## config.mk

```make
export PLATFORM = sky130hd
export DESIGN_NAME = frame_sync_ctl
export DESIGN_NICKNAME = d
export VERILOG_FILES = /design/src/rtl/snake_pkg.sv /design/src/rtl/frame_sync_ctl_edge.sv /design/src/rtl/frame_sync_ctl.sv
export SDC_FILE = /design/constraint.sdc
export NUM_CORES = 2
export LEC_CHECK = 0
export CAP_MARGIN = 20
export CORE_UTILIZATION = 54
export CTS_BUF_LIST = sky130_fd_sc_hd__clkbuf_16
export DETAILED_ROUTE_END_ITERATION = 12
export PLACE_DENSITY_LB_ADDON = 0.12
export SLEW_MARGIN = 5
export SYNTH_ARGS = -nofsm -noshare
export SYNTH_HDL_FRONTEND = slang
export SYNTH_SLANG_ARGS = --single-unit
```

## constraint.sdc

```tcl
create_clock -name clk -period 3.6 [get_ports clk]
set_input_delay 1.08 -clock clk [delete_from_list [all_inputs] [get_ports clk]]
set_output_delay 1.08 -clock clk [all_outputs]
set_load 0.02 [all_outputs]
```

## src/rtl/snake_pkg.sv

```systemverilog
// Shared snake game types: tiles, map frame and game modes.
// Used by game core, draw and the frame scheduler.
package snake_pkg;

  localparam int MAP_W = 16;
  localparam int MAP_H = 12;

  typedef enum logic [2:0] {
    EMPTY,
    WALL,
    SNAKE1,
    SNAKE2,
    POINT
  } tile_t;

  typedef enum logic [2:0] {
    MENU,
    GAME,
    WIN,
    LOSE,
    DRAW,
    ERROR
  } game_mode;

  typedef struct packed {
    tile_t [MAP_H-1:0][MAP_W-1:0] tiles;
  } map_s;

endpackage

```

## src/rtl/frame_sync_ctl_edge.sv

```systemverilog
// Rising-edge detector; delay register resets high so a level
// that is already high after reset never reads as an edge.
module edge_detect_rise (
  input  logic clk,
  input  logic rst,
  input  logic d,
  output logic rise
);

  logic d_q;

  // one-cycle delay of the input level
  always_ff @(posedge clk) begin
    if (rst) d_q <= 1'b1;
    else     d_q <= d;
  end

  assign rise = d && !d_q;

endmodule

```

## src/rtl/frame_sync_ctl.sv

```systemverilog
// Frame-synchronous publish of map and mode from game core to
// draw; updates land only on the rising edge of vblank.
import snake_pkg::*;

module frame_sync_ctl #(
  parameter int FRAME_CNT_W = 16
) (
  input  logic                   clk,
  input  logic                   rst,
  input  logic                   vblnk,
  input  logic                   wr_valid,
  output logic                   wr_ready,
  input  logic [7:0]             wr_x,
  input  logic [7:0]             wr_y,
  input  tile_t                  wr_tile,
  input  logic                   commit_req,
  input  logic                   mode_valid,
  input  game_mode               mode_in,
  output map_s                   map,
  output game_mode               mode,
  output logic                   busy,
  output logic                   frame_tick,
  output logic [FRAME_CNT_W-1:0] frame_cnt,
  output logic                   err_oob
);

  localparam int XW = $clog2(MAP_W);
  localparam int YW = $clog2(MAP_H);
  localparam logic [7:0] XLIM = 8'(MAP_W);
  localparam logic [7:0] YLIM = 8'(MAP_H);

  typedef enum logic {
    COLLECT,
    PENDING
  } state_t;

  state_t   state;
  state_t   state_nx;
  logic     fedge;
  logic     wr_acc;
  logic     in_rng;
  logic     publish;
  map_s     back;
  game_mode pend;

  edge_detect_rise u_edge (
    .clk  (clk),
    .rst  (rst),
    .d    (vblnk),
    .rise (fedge)
  );

  assign wr_acc = wr_valid && wr_ready;
  assign in_rng = (wr_x < XLIM) && (wr_y < YLIM);

  // commit FSM state register
  always_ff @(posedge clk) begin
    if (rst) state <= COLLECT;
    else     state <= state_nx;
  end

  // next state and handshake outputs; an edge seen while still
  // collecting is ignored, so a same-cycle commit waits a frame
  always_comb begin
    state_nx = state;
    wr_ready = 1'b0;
    busy     = 1'b0;
    publish  = 1'b0;
    unique case (state)
      COLLECT: begin
        wr_ready = 1'b1;
        if (commit_req) state_nx = PENDING;
      end
      PENDING: begin
        busy = 1'b1;
        if (fedge) begin
          publish  = 1'b1;
          state_nx = COLLECT;
        end
      end
      default: state_nx = COLLECT;
    endcase
  end

  // back buffer persists across commits; only changed tiles rewritten
  always_ff @(posedge clk) begin
    if (rst) begin
      back    <= '0;
      err_oob <= 1'b0;
    end else begin
      err_oob <= wr_acc && !in_rng;
      if (wr_acc && in_rng)
        back.tiles[wr_y[YW-1:0]][wr_x[XW-1:0]] <= wr_tile;
    end
  end

  // front map swap, tick and published-frame count
  always_ff @(posedge clk) begin
    if (rst) begin
      map        <= '0;
      frame_tick <= 1'b0;
      frame_cnt  <= '0;
    end else begin
      frame_tick <= publish;
      if (publish) begin
        map       <= back;
        frame_cnt <= frame_cnt + 1'b1;
      end
    end
  end

  // mode follows pending value on every frame edge, commit or not
  always_ff @(posedge clk) begin
    if (rst) begin
      pend <= MENU;
      mode <= MENU;
    end else begin
      if (mode_valid) pend <= mode_in;
      if (fedge)      mode <= pend;
    end
  end

endmodule
```

==> impl_metrics.py <==
metrics = {
    "timing": {
        "setup_tns_ns": 0,
        "rsz0062_at_grt": "false",
        "slew_viol_final": 0,
        "finalClockSkew_ns": 0.02910,
        "max_freq_ghz": 0.2960,
        "worst_pin_slew_ns": 0.8141,
        "finalCritPeriodShare_pct": 93.83,
        "max_slew_margin_pct": 45.73,
        "fin_crit_ns": 3.378,
        "final-hold-violation-count": 0,
        "finalSetupViolations": 0,
    },
    "synth": {
        "synthCells": 4856,
        "syn_area_sq_mm": 0.04380,
        "synth_top_area_share_pct": 53.84,
        "yosys.area_share.simple_pct": 22.23,
        "synth_area_leader_cell": "dfxtp_1",
        "muxShareOfSynthArea_pct": 11.11,
        "synth_fa_ha_area_share_pct": 0.02856,
        "yosysWarnings": 0,
        "synth_top_family_by_area": "simple AND/OR/NAND/NOR gates",
        "synth.area.top_cells": "dfxtp_1, mux2i_1, nand2_1",
        "yosysSeqAreaShare_pct": 53.84,
        "synth_seq_cells": 1178,
        "synth-compound-area-share_pct": 8.992,
        "postSynthAreaPerCell_sq_um": 9.021,
        "syn_nets": 4885,
        "yosysUniqueCellTypes": 44,
        "synthXorXnorAreaFrac_pct": 0.1400,
    },
    "critical_path": {
        "crit_fanout": 10,
        "worstPathRequired_ns": 2.52,
        "worstPathArrival_ns": 2.30,
        "max_stage_delay_ns": 0.83,
        "path_class": "reg2out",
        "crit_family": "flip-flops",
        "start_kind": "flop",
        "crit_chain": "inv_1 > clkdlybuf4s50_1",
        "crit_path_top_delay_cell": "dfxtp_1",
        "end_kind": "output port",
        "path_buf_inv": 2,
    },
    "power": {
        "finalPower_w": 0.02591,
        "leakage_nw": 22.23,
        "cellPowerDensity_mw_per_mm2": 469.2,
        "ir_worst_vdd_v": 0.0004612,
    },
    "final_layout": {
        "fillers": 6585,
        "finalInstanceArea_sq_mm": 0.05522,
        "layout_common_cells": "nand2_1, dfxtp_1, a21oi_1, clkdlybuf4s50_1, nand2b_1",
        "final_cell_count_no_fill": 6495,
        "synthToLayoutAreaGrowth_pct": 26.07,
        "mostFrequentLayoutCell": "nand2_1",
        "final_nets": 5368,
        "final_util_pct": 68.67,
        "drive_gt1_share_pct": 7.270,
    },
    "die": {
        "initial_core_util_pct": 54.47,
        "die-area_sq_mm": 0.08226,
        "num_io_pins": 627,
        "die_h_microns": 286.8,
        "rows": 104,
        "core_sq_mm": 0.08042,
        "die_w_microns": 286.8,
    },
    "grt": {
        "grt_pass1_wl_microns": 195100,
        "grt_pass1_vias": 33120,
        "grt_max_degree": 209,
        "grt_use_total_pct": 30.45,
        "antenna_found_initial": 7,
        "grt_overflow": 0,
    },
    "route": {
        "drt-vias-per-instance": 5.391,
        "wl_per_cell_microns": 20.06,
        "drt_iter0_drc": 2738,
        "dr.pass1.iters": 6,
        "wirelength_microns": 130300,
        "vias": 35020,
        "drc": 0,
        "final_antenna_net_count": 0,
    },
    "status": {
        "status": "complete, no violations",
    },
    "clocking": {
        "numClockSinks": 1178,
        "h-tree-depth": 3,
        "root_buffer": "clkbuf_16",
        "path_clk_slew_ns": 0.06,
        "clk_latency_ns": 0.67,
        "cts_max_path_buffers": 3,
        "postCtsHoldBufs": 0,
        "cts_tree": "done",
        "post_cts_buffers": 0,
        "cts_made_buffers": 116,
        "cts_resized": 0,
    },
    "placement": {
        "dpl.hpwl_microns": 85130,
        "dpl_cell_area_sq_mm": 0.05144,
        "dp.cells": 6281,
        "routabilityCongestion": 0.8186,
        "portBuffers": 626,
    },
    "worst_hold_path": {
        "hold_class": "reg2reg",
    },
    "run": {
        "cap_violations": 0,
    },
}
## layout make-up
cell class | count | area, sq um | area share, %
sequential | 1178 | 23580 | 42.70
inverter | 2 | 7.507 | 0.01359
antenna | 2 | 5.005 | 0.009063
clock buffer | 118 | 2953 | 5.347
clock inverter | 94 | 820.8 | 1.486
tap | 1060 | 1326 | 2.402
multi-input combinational | 3294 | 18760 | 33.97
timing repair buffer | 747 | 7770 | 14.07
## tightest hold or removal path: cells and delay by family (launching register included)
family / cells / cell delay (ns)
and+or+nand+nor: 1 / 0.05
DFF: 1 / 0.31
AOI/OAI and AO/OA: 1 / 0.05
## path summary, 6_finish.rpt
kind / start / to / slack (ns) / cells after the start
min reg2reg: back[378]$_SDFFE_PP0P_ / map[378]$_SDFFE_PP0P_ / 0.43 / 2
max: state$_SDFF_PP0_ / wr_ready / 0.22 / 2
max reg2reg: state$_SDFF_PP0_ / back[471]$_SDFFE_PP0P_ / 1.03 / 5
min: back[378]$_SDFFE_PP0P_ / map[378]$_SDFFE_PP0P_ / 0.43 / 2
## through the flow
| stage | hold WS (ns) | setup slack [ns] |
|---|---|---|
| after global routing | 0.4585 | 0.1591 |
| after detailed placement | 0.4398 | 0.06160 |
| after global placement | 0.4365 | 0.07866 |
| after floorplan | 0.4284 | 0.6540 |
| final | 0.4311 | 0.2221 |
| after CTS | 0.4373 | 0.1919 |
## where the power goes
group | switching (W) | total (W) | internal [W]
logic | 0.000581 | 0.000815 | 0.000235
registers | 0.00000785 | 0.0130 | 0.0130
clock network | 0.00507 | 0.0120 | 0.00698
## registers in the layout, indices dropped and copies added (netlist names)
signal      count
back          576
map           576
frame_cnt      16
mode            3
pend            3
err_oob         1
frame_tick      1
state           1
u_edge.d_q      1
## layer usage
layer  routed length (microns)  GRT usage [%]  vias to the layer above
met5                        76              0                        -
met1                     54850          39.31                    16830
met2                     61520          50.10                     1027
li1                          -              -                    16910
met4                      5014          12.19                       12
met3                      8861          5.881                      232
## synthesized netlist by cell type
library cell     n
a211oi_1         1
or4bb_1          2
or4_1            3
nand2_4         50
buf_2           18
nand2b_1       490
dfxtp_1       1178
xnor2_1          4
nor4_2           1
and4_1           2
clkbuf_1       335
and3b_1          1
or4_4            2
nand4_1          6
nand3_1        107
o21ai_0         81
a21oi_1        681
nand3b_1         1
inv_1            2
nand2_2         20
clkbuf_2         2
nor2_1          26
and3_1           1
nand2_1       1260
o31ai_1          1
or3_1            7
nand4b_1         1
or4b_1           1
nor2b_1          4
buf_1           10
o21ai_1         22
nor4b_1          1
xor2_1           3
nor3_1           5
nor4_4          12
mux2i_1        486
buf_12           3
buf_6           10
ha_1             1
or2_2            4
nor4_1           1
or3b_2           2
buf_4            4
nor3_2           4
## kinds of logic after synthesis
| logic type | Yosys count |
|---|---|
| fa+ha+maj | 1 |
| xor+xnor | 7 |
| mux | 486 |
| compound gates | 786 |
| buf+inv | 384 |
| simple gates | 2014 |
| flops | 1178 |
(Power assumes the default switching activity.)
